$ cat src/rtl/equivalence_comparator_pkg.sv
// Shared types and helpers for the equivalence comparator family.
package equivalence_comparator_pkg;

    typedef enum logic [1:0] {
        IDLE,
        RUN,
        DONE
    } eqseq_state_t;

    // Width of a counter that can hold 0..(width/chunk) slices.
    function automatic int unsigned calc_cnt_width(input int unsigned width,
                                                   input int unsigned chunk);
        return $clog2(width / chunk + 1);
    endfunction

endpackage

$ cat src/rtl/equivalence_comparator_base.sv
// Narrow single-cycle equality comparator.
module equivalence_comparator_base #(
    parameter int unsigned WIDTH = 8
) (
    input  logic [WIDTH-1:0] a,
    input  logic [WIDTH-1:0] b,
    output logic             eq
);

    assign eq = (a == b);

endmodule

$ cat src/rtl/equivalence_comparator_sequencer.sv
// Multi-cycle wide equality comparator: one CHUNK-bit slice per cycle, LSB slice first.
module equivalence_comparator_sequencer
    import equivalence_comparator_pkg::*;
#(
    parameter int unsigned WIDTH      = 32,
    parameter int unsigned CHUNK      = 8,
    parameter bit          EARLY_EXIT = 1'b1,
    localparam int unsigned N         = WIDTH / CHUNK,
    localparam int unsigned CW        = calc_cnt_width(WIDTH, CHUNK)
) (
    input  logic             clk,
    input  logic             rst,
    input  logic             i_vld,
    output logic             i_rdy,
    input  logic [WIDTH-1:0] i_a,
    input  logic [WIDTH-1:0] i_b,
    output logic             o_vld,
    input  logic             o_rdy,
    output logic             o_eq,
    output logic [CW-1:0]    o_cnt
);

    if (WIDTH % CHUNK != 0) begin : g_bad_chunk
        $error("WIDTH must be a multiple of CHUNK");
    end

    eqseq_state_t     state_q, state_d;
    logic [WIDTH-1:0] a_q, a_d;
    logic [WIDTH-1:0] b_q, b_d;
    logic [CW-1:0]    idx_q, idx_d;
    logic             match_q, match_d;
    logic             eq_q, eq_d;
    logic [CW-1:0]    cnt_q, cnt_d;

    logic [CHUNK-1:0] a_slice;
    logic [CHUNK-1:0] b_slice;
    logic             slice_eq;

    // Select the slice under test from the latched operands.
    assign a_slice = a_q[int'(idx_q) * CHUNK +: CHUNK];
    assign b_slice = b_q[int'(idx_q) * CHUNK +: CHUNK];

    equivalence_comparator_base #(
        .WIDTH (CHUNK)
    ) u_slice_cmp (
        .a  (a_slice),
        .b  (b_slice),
        .eq (slice_eq)
    );

    // Handshake outputs depend only on state (and rst for i_rdy), never on the peer's signal.
    assign i_rdy = (state_q == IDLE) && !rst;
    assign o_vld = (state_q == DONE);
    assign o_eq  = eq_q;
    assign o_cnt = cnt_q;

    // Next-state and datapath update logic.
    always_comb begin
        state_d = state_q;
        a_d     = a_q;
        b_d     = b_q;
        idx_d   = idx_q;
        match_d = match_q;
        eq_d    = eq_q;
        cnt_d   = cnt_q;
        unique case (state_q)
            IDLE: begin
                if (i_vld && i_rdy) begin
                    state_d = RUN;
                    a_d     = i_a;
                    b_d     = i_b;
                    idx_d   = '0;
                    match_d = 1'b1;
                end
            end
            RUN: begin
                if (!slice_eq) begin
                    match_d = 1'b0;
                end
                if (EARLY_EXIT && !slice_eq) begin
                    state_d = DONE;
                    eq_d    = 1'b0;
                    cnt_d   = idx_q + CW'(1);
                end else if (idx_q == CW'(N - 1)) begin
                    state_d = DONE;
                    eq_d    = match_q && slice_eq;
                    cnt_d   = CW'(N);
                end else begin
                    idx_d = idx_q + CW'(1);
                end
            end
            DONE: begin
                if (o_rdy) begin
                    state_d = IDLE;
                end
            end
            default: state_d = IDLE;
        endcase
    end

    // State register with synchronous reset; reset discards any in-flight result.
    always_ff @(posedge clk) begin
        if (rst) begin
            state_q <= IDLE;
            a_q     <= '0;
            b_q     <= '0;
            idx_q   <= '0;
            match_q <= 1'b0;
            eq_q    <= 1'b0;
            cnt_q   <= '0;
        end else begin
            state_q <= state_d;
            a_q     <= a_d;
            b_q     <= b_d;
            idx_q   <= idx_d;
            match_q <= match_d;
            eq_q    <= eq_d;
            cnt_q   <= cnt_d;
        end
    end

endmodule

$ cat config.mk
export PLATFORM = sky130hd
export DESIGN_NAME = equivalence_comparator_sequencer
export DESIGN_NICKNAME = d
export VERILOG_FILES = /design/src/rtl/equivalence_comparator_pkg.sv /design/src/rtl/equivalence_comparator_base.sv /design/src/rtl/equivalence_comparator_sequencer.sv
export SDC_FILE = /design/constraint.sdc
export NUM_CORES = 1
export LEC_CHECK = 0
export ABC_AREA = 1
export CELL_PAD_IN_SITES_DETAIL_PLACEMENT = 1
export CELL_PAD_IN_SITES_GLOBAL_PLACEMENT = 2
export CORE_MARGIN = 2
export CORE_UTILIZATION = 28
export CTS_BUF_LIST = sky130_fd_sc_hd__clkbuf_4 sky130_fd_sc_hd__clkbuf_8
export DETAILED_ROUTE_END_ITERATION = 7
export PLACE_DENSITY_LB_ADDON = 0.1
export SYNTH_ARGS = -nofsm -noshare
export SYNTH_HDL_FRONTEND = slang
export SYNTH_SLANG_ARGS = --single-unit
$ cat constraint.sdc
create_clock -name clk -period 1.63 [get_ports clk]
set_clock_uncertainty 0.1 [all_clocks]
set_input_delay 0.326 -clock clk [delete_from_list [all_inputs] [get_ports clk]]
set_output_delay 0.326 -clock clk [all_outputs]
set_load 0.01 [all_outputs]
==> impl_summary.log <==
INFO  metric run_status = complete, but fails checks
INFO  metric violations = setup timing
INFO  metric netSwitchingPower = 1.36 mW
INFO  metric report.final.setup_viol = 3
INFO  metric clkTransAtPathRegs = about 0.080 ns
INFO  metric worst_slack = -0.0503 ns
INFO  metric clock_tree.buffer_depth = 2
INFO  metric num_rows = 39
INFO  metric fin_tns_setup = -0.0692 ns
INFO  metric pre_cts_slack = -0.361 ns
INFO  metric pwr_density_cell = a little under 1000 mW/mm^2
INFO  metric post_synthesis_cell_area = approximately 0.0033 mm^2
INFO  metric crit_path_launch_type = flip-flop
INFO  metric drt-pass1-iter-count = 4
INFO  metric finalNetCount = ~630
INFO  metric timing.final.crit_share = 103%
INFO  metric flow.area_growth_from_synthesis = 44.5%
INFO  metric maximum_clock_rate = slightly below 600 MHz
INFO  metric floorplan.die_area = 0.0125 mm^2
INFO  metric first_pass_grt_wire_length = 16,500 um
INFO  metric die_x = ~110 um
INFO  metric min_to = o_cnt[1]
INFO  metric synth_fp_nets = approximately 530
INFO  metric critPathCaptureType = flip-flop
INFO  metric later_pin_clock_latency_in_the_skew_report = ~0.36 ns
INFO  metric p_int = ~3.2 mW
INFO  metric numClockSinks = 74
INFO  metric r2r_slack = -0.05 ns
INFO  metric viasPerCell = between 4 and 5
INFO  metric holdCritPathClass = reg2reg
INFO  metric category_of_the_most_critical_setup_path = reg2reg
INFO  metric boundaryPins = 74
INFO  metric finalHoldViolCount = 0
INFO  metric cap_violations = 0
INFO  metric r2r_cells = 12
INFO  metric htree_num_levels = 3
INFO  metric peakVddDrop = between 0.0004 and 0.0005 V
INFO  metric drive_gt1_share = around 17%
INFO  metric globalRouteTotalUtil = about 16%
INFO  metric finalHoldWorstSlack = approximately 0.37 ns
INFO  metric first_global_vias = between 3,000 and 4,000
INFO  metric coreArea = approximately 0.011 mm^2
INFO  metric finalWorstPathRequiredPeriod = between 1.5 and 2 ns
INFO  metric cts_setup_buffers = 0
INFO  metric post_cts_hold_buffer_count = 0
INFO  metric yosys_warnings = 0
INFO  metric fillCellCount = about 1,500
INFO  metric routed-via-count = approximately 3,300
INFO  metric cp_data_arrival_time = between 1.5 and 2 ns
INFO  metric holdPathStages = 2
INFO  metric overflow = 0
INFO  metric rr_endpoint = idx_q[2]
INFO  metric floorplan.initialDensity = 28.6%
INFO  metric postSynthCellCount = around 460
INFO  metric cts_inserted_buffers = 9
INFO  metric synthesis.area_per_instance = between 7 and 8 um^2
INFO  metric synth_cell_types = 22
INFO  metric grt_antenna_before_repair = 0
INFO  metric grt_start_max_net_pins = 69
INFO  metric worstHoldStart = o_cnt[1]
INFO  metric final-max-slew-violation-count = 0
INFO  metric cp_max_fo = 5
INFO  metric hpwl = just under 7000 um
INFO  metric timing.max_slew.rel_slack = between 70% and 80%
INFO  metric clock-root-buffer = sky130_fd_sc_hd__clkbuf_8
INFO  metric drcViolationCount = 0
INFO  metric antenna_cells_inserted = 0
INFO  metric antenna_nets_post_route = 0
INFO  metric design_power_total = between 4 and 5 mW
INFO  metric rsz0062_at_grt = true
INFO  metric detailedRoute.firstIterationViolations = 141
INFO  metric power.share.combinational = between 20 and 30%
INFO  metric power.share.clock = 28.8%
INFO  metric proportion_of_power_drawn_by_flip_flops_and_latches = 45.4%
INFO  metric ys_seq_elements = 74
INFO  metric tritoncts_clock_tree = built
INFO  metric synth_sequential_area_ratio = a little under half
INFO  metric max_slew.worst_pin.slew = 0.311 ns
INFO  metric leakage = ~1.9 nW
INFO  metric die_height = between 100 and 150 um
INFO  metric io_buffers = 73
INFO  metric wl_per_cell = 13.7 um
INFO  metric cp_data_required_time = about 1.8 ns
INFO  metric drt-total-wl = roughly 9700 um
INFO  metric worst_r2r_startpoint = idx_q[0]
INFO  metric place.gp.congestion = around 0.7
INFO  metric switching_share = between 20% and 30%
-- sequential cells by signal (all words and copies together), names as in the netlist --
| register | count |
|---|---|
| a_q | 32 |
| b_q | 32 |
| idx_q | 3 |
| o_cnt | 3 |
| state_q | 2 |
| match_q | 1 |
| o_eq | 1 |
-- placed cells by master (no fill, tap or decap), types with 2 or more instances in the layout --
cell type and n:
sky130_fd_sc_hd__o21ai_1 3, sky130_fd_sc_hd__buf_6 4, sky130_fd_sc_hd__nor2_2 4, sky130_fd_sc_hd__o21ai_0 41, sky130_fd_sc_hd__dfxtp_2 5, sky130_fd_sc_hd__dfxtp_1 69, sky130_fd_sc_hd__a21oi_2 3, sky130_fd_sc_hd__buf_2 2
sky130_fd_sc_hd__buf_12 3, sky130_fd_sc_hd__nand3_2 6, sky130_fd_sc_hd__clkbuf_8 11, sky130_fd_sc_hd__clkbuf_4 2, sky130_fd_sc_hd__nand2_4 3, sky130_fd_sc_hd__nand2_1 88, sky130_fd_sc_hd__nor2_1 29, sky130_fd_sc_hd__dlygate4sd2_1 4
sky130_fd_sc_hd__a21oi_1 70, sky130_fd_sc_hd__nand2_2 11, sky130_fd_sc_hd__nand3_1 36, sky130_fd_sc_hd__clkdlybuf4s50_1 66, sky130_fd_sc_hd__buf_4 35, sky130_fd_sc_hd__inv_1 53, sky130_fd_sc_hd__xnor2_1 5
-- critical path: stages, from the launching register on --
cell and delay, ns:
sky130_fd_sc_hd__dfxtp_2 0.36, sky130_fd_sc_hd__buf_12 0.13, sky130_fd_sc_hd__clkinv_8 0.07, sky130_fd_sc_hd__a21oi_4 0.11, sky130_fd_sc_hd__nand3_2 0.07, sky130_fd_sc_hd__nand2_1 0.08
sky130_fd_sc_hd__nand3_1 0.09, sky130_fd_sc_hd__nand2_2 0.09, sky130_fd_sc_hd__nand2_4 0.08, sky130_fd_sc_hd__nand3_4 0.11, sky130_fd_sc_hd__buf_6 0.12, sky130_fd_sc_hd__nand3_2 0.06
sky130_fd_sc_hd__a21oi_2 0.13
-- repair_timing --
item | CTS | global route
setup endpoints to repair | 16 | 11
gates resized for setup | 34 | 23
pin swaps | 7 | 15
cloned | 1 | 0
-- final cells by class --
| cell class | count | area (um^2) | area share, % |
|---|---|---|---|
| sequential | 74 | 1490 | 31.6 |
| clock buffer | 13 | 166 | 3.53 |
| multi-input combinational | 310 | 1580 | 33.5 |
| tap | 143 | 179 | 3.80 |
| inverter | 54 | 215 | 4.56 |
| timing repair buffer | 115 | 1090 | 23.0 |
-- synthesized netlist by cell type (all sizes together) --
cell	instances	share of area (%)
o211ai	1	0.23
buf	5	1.2
o21ai	45	6.9
nor2	34	3.9
a21oi	74	12
clkbuf	21	2.4
nand4	1	0.19
nand2	102	12
xnor2	5	1.3
xor2	1	0.27
dfxtp	74	45
ha	2	0.77
inv	54	6.4
nand3	42	6.7
nor3	2	0.65
-- power groups by stage --
stage               Sequential, mW  Clock (mW)  Combinational (mW)
global route                  2.08        1.45                1.31
global placement              2.09           0                1.05
CTS                           2.05        1.38                1.15
floorplan                     2.07           0               0.580
detailed placement            2.09           0                1.08
finish                        2.06        1.31                1.17
-- logic make-up (layout without fill, tap and decap cells) --
group,count (synthesis),in the layout,share of synthesized area [%]
AND/OR/NAND/NOR,181,182,23.5
AO/OA/AOI/OAI,120,120,18.8
buffers and inverters,80,182,9.93
flip-flops,74,74,45.4
XOR/XNOR,6,6,1.61
adder cells (fa/ha/maj),2,2,0.767
-- layer usage --
metal | GRT usage [%] | vias up | part of all wire, % | wire length, um
li1 | - | 1694 | - | -
met1 | 21.5 | 1501 | 49 | 4780
met2 | 26.5 | 53 | 45 | 4420
met3 | 3.10 | 16 | 3.4 | 335
met4 | 7.15 | 0 | 1.9 | 187
met5 | 0 | - | 0 | 0
-- metrics by stage --
| stage | cell area (um^2) | std cells | utilization, % |
|---|---|---|---|
| global placement | 4410 | 695 | 38.6 |
| detailed placement | 4410 | 695 | 38.6 |
| floorplan | 3260 | 463 | - |
| global route | 4710 | 709 | 41.3 |
| CTS | 4660 | 709 | 40.8 |
| finish | 4710 | 709 | 41.3 |
-- worst max-delay path by stage --
stage	slack [ns]	from	depth (start not counted)	to
2_1_floorplan	0.16	idx_q[0]	13	idx_q[0]
3_3_place_gp	-0.36	rst	3	i_rdy
4_1_cts	-0.05	idx_q[0]	13	idx_q[2]
6_report	-0.05	idx_q[0]	12	idx_q[2]
3_5_place_dp	-0.36	rst	3	i_rdy
5_1_grt	-0.14	idx_q[0]	13	idx_q[2]
Power figures use the tool's default switching activity.
